### src/rtl/latch_write_sequencer_pkg.sv
// latch_write_sequencer_pkg: shared state encodings, default timing constants and helpers
//   for the latch write sequencer and its phase counter.
package latch_write_sequencer_pkg;
    typedef enum logic [1:0] {
        ST_IDLE  = 2'd0,
        ST_SETUP = 2'd1,
        ST_OPEN  = 2'd2,
        ST_HOLD  = 2'd3
    } state_t;

    localparam int DEF_WIDTH     = 8;
    localparam int DEF_SETUP_CYC = 2;
    localparam int DEF_PULSE_CYC = 3;
    localparam int DEF_HOLD_CYC  = 1;

    function automatic int max3(input int a, input int b, input int c);
        int m;
        m = (a > b) ? a : b;
        return (m > c) ? m : c;
    endfunction
endpackage

### src/rtl/latch_write_sequencer_phase_counter.sv
// phase_counter: loadable down-counter with a zero flag, used to time each sequencer phase.
//   clk, rst_n   : clock, asynchronous active-low reset
//   i_load       : load i_load_val this edge (takes priority over counting)
//   i_load_val   : value loaded on phase entry (phase length - 1)
//   o_zero       : counter has reached zero; the phase ends on the next edge
module phase_counter
    import latch_write_sequencer_pkg::*;
#(
    parameter int W = 2
) (
    input  logic         clk,
    input  logic         rst_n,
    input  logic         i_load,
    input  logic [W-1:0] i_load_val,
    output logic         o_zero
);
    logic [W-1:0] r_cnt;

    always_ff @(posedge clk or negedge rst_n) begin
        if (!rst_n)
            r_cnt <= '0;
        else if (i_load)
            r_cnt <= i_load_val;
        else if (r_cnt != '0)
            r_cnt <= r_cnt - 1'b1;
    end

    assign o_zero = (r_cnt == '0);
endmodule

### src/rtl/latch_write_sequencer.sv
// latch_write_sequencer: drives D/E of a level-sensitive latch bank through setup, open and
//   hold phases for each accepted write, then checks the bank's Q against the written data.
//   clk, rst_n            : clock, asynchronous active-low reset (aborts any sequence)
//   i_req_valid/o_req_ready, i_req_data : write request handshake and data
//   o_e, o_d              : latch enable and data to the bank
//   i_q                   : bank read-back
//   o_busy                : sequence in progress
//   o_done, o_err         : one-cycle completion pulse and mismatch flag valid with it
module latch_write_sequencer
    import latch_write_sequencer_pkg::*;
#(
    parameter int WIDTH     = DEF_WIDTH,
    parameter int SETUP_CYC = DEF_SETUP_CYC,
    parameter int PULSE_CYC = DEF_PULSE_CYC,
    parameter int HOLD_CYC  = DEF_HOLD_CYC
) (
    input  logic             clk,
    input  logic             rst_n,
    input  logic             i_req_valid,
    input  logic [WIDTH-1:0] i_req_data,
    output logic             o_req_ready,
    output logic             o_e,
    output logic [WIDTH-1:0] o_d,
    input  logic [WIDTH-1:0] i_q,
    output logic             o_busy,
    output logic             o_done,
    output logic             o_err
);
    localparam int CW = $clog2(max3(SETUP_CYC, PULSE_CYC, HOLD_CYC) + 1);

    if (SETUP_CYC < 1 || PULSE_CYC < 1 || HOLD_CYC < 1) begin : g_bad_timing
        $error("latch_write_sequencer: SETUP_CYC, PULSE_CYC and HOLD_CYC must all be >= 1");
    end

    state_t         r_state;
    state_t         w_next;
    logic [WIDTH-1:0] r_d;
    logic           w_accept;
    logic           w_load;
    logic [CW-1:0]  w_load_val;
    logic           w_zero;
    logic           w_finish;

    // o_req_ready is a registered copy of (state == IDLE), so it is safe to qualify the accept.
    assign w_accept = i_req_valid & o_req_ready;
    assign w_finish = (r_state == ST_HOLD) & w_zero;
    assign o_d      = r_d;

    phase_counter #(.W(CW)) u_phase_counter (
        .clk        (clk),
        .rst_n      (rst_n),
        .i_load     (w_load),
        .i_load_val (w_load_val),
        .o_zero     (w_zero)
    );

    always_comb begin
        w_next     = r_state;
        w_load     = 1'b0;
        w_load_val = '0;
        case (r_state)
            ST_IDLE: if (w_accept) begin
                w_next     = ST_SETUP;
                w_load     = 1'b1;
                w_load_val = CW'(SETUP_CYC - 1);
            end
            ST_SETUP: if (w_zero) begin
                w_next     = ST_OPEN;
                w_load     = 1'b1;
                w_load_val = CW'(PULSE_CYC - 1);
            end
            ST_OPEN: if (w_zero) begin
                w_next     = ST_HOLD;
                w_load     = 1'b1;
                w_load_val = CW'(HOLD_CYC - 1);
            end
            default: if (w_zero) w_next = ST_IDLE;
        endcase
    end

    // Outputs are registered from the next state, so E moves only on phase edges while
    // D moves only on the accept edge, which is at least one setup cycle away from E rising.
    always_ff @(posedge clk or negedge rst_n) begin
        if (!rst_n) begin
            r_state     <= ST_IDLE;
            r_d         <= '0;
            o_req_ready <= 1'b1;
            o_e         <= 1'b0;
            o_busy      <= 1'b0;
            o_done      <= 1'b0;
            o_err       <= 1'b0;
        end else begin
            r_state     <= w_next;
            if (w_accept)
                r_d <= i_req_data;
            o_req_ready <= (w_next == ST_IDLE);
            o_e         <= (w_next == ST_OPEN);
            o_busy      <= (w_next != ST_IDLE);
            o_done      <= w_finish;
            o_err       <= w_finish & (i_q != r_d);
        end
    end
endmodule

### config.mk
export PLATFORM = sky130hd
export DESIGN_NAME = latch_write_sequencer
export DESIGN_NICKNAME = d
export VERILOG_FILES = /design/src/rtl/latch_write_sequencer_pkg.sv /design/src/rtl/latch_write_sequencer_phase_counter.sv /design/src/rtl/latch_write_sequencer.sv
export SDC_FILE = /design/constraint.sdc
export NUM_CORES = 1
export LEC_CHECK = 0
export BUFFER_PORTS_ARGS = -buffer_cell sky130_fd_sc_hd__buf_2
export CAP_MARGIN = 20
export CORE_MARGIN = 3
export CORE_UTILIZATION = 40
export DETAILED_ROUTE_END_ITERATION = 10
export MAX_ROUTING_LAYER = met4
export PLACE_DENSITY_LB_ADDON = 0.12
export SLEW_MARGIN = 20
export SYNTH_ARGS = -nofsm -noshare
export SYNTH_HDL_FRONTEND = slang
export SYNTH_SLANG_ARGS = --single-unit
### constraint.sdc
create_clock -name clk -period 2 [get_ports clk]
set_input_delay 0.1 -clock clk [delete_from_list [all_inputs] [get_ports clk]]
set_output_delay 0.1 -clock clk [all_outputs]
set_load 0.005 [all_outputs]
==> metrics.md <==
| Metric | Value |
|---|---|
| Outcome | `finished, final reports clean` |
| Ranking of synthesized cells by area | `dfrtp_1 (44%), mux2_2 (9.9%), ha_1 (9.6%), xor2_1 (7.7%), a2111oi_4 (3.0%)` |
| Die height | `53.7 um` |
| Area Overhead vs Synth | `24.4%` |
| Worst path arrival time | `1.76 ns` |
| Post-Route WL | `~1.7 mm` |
| Nets | `around 140` |
| GPL Wtd Cong | `approximately 0.9` |
| Sequential fraction of the synthesis area | `between 40 and 50%` |
| Fill cell count | `approximately 190` |
| Synth Flop Type | `dfrtp_1` |
| DRT iter0 DRCs | `8` |
| Power per Cell Area | `approximately 1500 nW/um^2` |
| Final hold vios | `0` |
| First-pass GRT wire length | `around 2.9 mm` |
| Final setup fails | `0` |
| Startpoint types | `register` |
| Post-DP HPWL | `between 1 and 1.5 mm` |
| Yosys warnings | `0` |
| Largest area contributor in the synthesized netlist | `dfrtp_1` |
| CP max stage delay | `0.46 ns` |
| Layout cells sized above 1 | `about two fifths` |
| Final worst path period need | `roughly 1.6 ns` |
| Slew HR | `between 70% and 80%` |
| Fin Setup TNS | `0 ns` |
| Via count | `roughly 680` |
| Hold_sp | `i_req_data[2]` |
| CP Launch Point | `r_state[0]` |
| Reg clk slew, reported paths | `about 0.1 ns` |
| Clk sinks | `17` |
| Post-layout util | `54.8%` |
| Total grt overflow | `0` |
| Critical Path End | `o_e` |
| M1 wire length | `742 um` |
| Slew Limit Fails | `0` |
| Number of synthesized flops with an enable pin | `0` |
| Buffers on Ports | `31` |
| Cells after synthesis | `between 70 and 80` |
| Hold Crit Class | `in2reg` |
| Count leader, synth | `dfrtp_1` |
| Largest net degree at the start of global routing | `18` |
| Syn_area_per_cell | `roughly 12 sq um` |
| Met2 wire length | `about 770 um` |
| Hold WS | `about 0.036 ns` |
| Syn nets | `~100` |
| Drt wl/cell | `around 12 um` |
| DRT Pass-1 Iters | `4` |
| Crit path kind | `reg2reg` |
| CP Capture Type | `register` |
| Die ar. | `roughly 2900 sq um` |
| #FFs+latches synth | `17` |
| Core footprint | `2060 sq um` |
| R2r endpoint | `o_e` |
| Clk_lat worst skew | `between 0.2 and 0.3 ns` |
| R2R depth | `4` |
| Critical Path, Cell by Cell | `ha_1, nand4b_1, o31ai_1, nor4b_1` |
| H-tree levels | `1` |
| Worst-path maximum fanout | `8` |
| Chip width | `about 54 um` |
| Maxcap violations | `0` |
| Slowest stage cell, crit path | `dfrtp_1` |
| Skew final | `0.00341 ns` |
| TritonCTS Buffers | `3` |
| Fraction of registers with async set/reset | `100%` |
| Top Metal Used | `met4` |
| Rows | `16` |
| Commonest cells post-synth | `dfrtp_1 (16), mux2_2 (8), xor2_1 (8)` |
| Reg2reg setup slack | `roughly 0.43 ns` |
| RSZ-0062 raised after global routing | `false` |
| Max Freq | `roughly 0.64 GHz` |
| CTS tree | `built` |
| Antenna violations before repair | `0` |
| Post-CTS setup buffers | `0` |
| DR DRC count | `0` |
| Vias per cell | `4.94` |
| I/O pins | `32` |
| CP required | `between 2 and 2.5 ns` |
| Tot GR Track Use | `between 10 and 15%` |
| ANT nets after route | `0` |
| Crit Reg-Reg Startpoint | `r_state[0]` |
| Slew @ Worst Pin | `around 0.38 ns` |
| Post-synth top area share | `between 40% and 50%` |
| Antenna diodes | `0` |
| Worst-case clock buffer depth | `2` |
| Pleak | `around 0.56 nW` |
| Peak VDD IR | `between 0.9 and 1 mV` |
| Clk root buf | `clkbuf_4` |
| Final Cycle Share | `approximately four fifths` |
| Vias in the first global route | `~650` |
| Initial core utilization | `~44%` |
| Synth cell types | `29` |
| Metal3 WL | `~120 um` |
| Synthesized area | `908 sq um` |
[flip-flops by register name, summed over array words and instances, names as in the netlist]
signal	cells
r_state	2
o_err	1
u_phase_counter.r_cnt	2
o_d	8
o_e	1
o_busy	1
o_done	1
o_req_ready	1
[routing by layer]
layer	up-vias	track usage (%)
met2	22	22.2
li1	343	-
met3	4	2.77
met1	308	17.3
met5	-	-
met4	0	9.36
[report_power, final]
part	switching, mW	internal, mW
combinational	0.415	0.438
clock	0.106	0.0743
sequential	0.130	0.515
total	0.652	1.03
[metrics by stage]
stage | cell area (sq um) | setup WS [ns] | total power [mW] | std cells
6_report | 1130 | 0.432 | 1.68 | 137
5_1_grt | 1130 | 0.234 | 1.86 | 137
4_1_cts | 1130 | 0.418 | 1.71 | 137
3_5_place_dp | 1090 | 0.446 | 1.51 | 132
3_3_place_gp | 1090 | 0.472 | 1.50 | 132
2_1_floorplan | 908 | 0.583 | 1.25 | 75
[cell families (layout without fill, tap and decap cells)]
group                      count (synthesis)  in the layout  synth area share [%]
DFF                                       17             17                  47.0
muxes                                      8              8                  9.92
and+or+nand+nor                           16             16                  10.2
adders and majority gates                  7              7                  9.64
AOI/OAI and AO/OA                         13             13                  12.9
buffers and inverters                      6             41                  2.62
xor gates and xnor gates                   8              8                  7.71
[layout by cell type (no fill, tap or decap), types with 3 or more instances in the layout]
cell,count
buf_2,31
clkbuf_4,3
dfrtp_1,16
ha_1,7
inv_1,5
mux2_2,8
nand2_1,3
nor2_1,3
xor2_1,8
[repair_timing]
action	4_1_cts	5_1_grt
hold buffers	1	0
endpoints found under the hold margin	16	0
gates resized for setup	0	0
[worst min-delay path by stage]
stage | end | slack, ns | cells after the start
2_1_floorplan | o_busy | -0.20 | 0
3_3_place_gp | o_d[0] | 0.04 | 1
3_5_place_dp | o_d[0] | 0.05 | 1
4_1_cts | o_d[2] | 0.02 | 2
5_1_grt | o_d[2] | 0.02 | 2
6_report | o_d[2] | 0.04 | 2
[cell type report]
type	count	area [sq um]	area share, %
multi-input combinational	52	458	40.5
timing repair buffer	32	165	14.6
sequential	17	427	37.8
tap	27	33.8	2.99
clock inverter	1	5.00	0.443
inverter	5	18.8	1.66
clock buffer	3	22.5	1.99
[worst max-delay path: cells and delay by family, from the launching register on]
kind,cells,cell delay (ns)
simple gates,2,0.51
flops,1,0.46
fa+ha+maj,1,0.37
compound gates,1,0.12
Note: power is estimated with default switching activity, not from simulation.
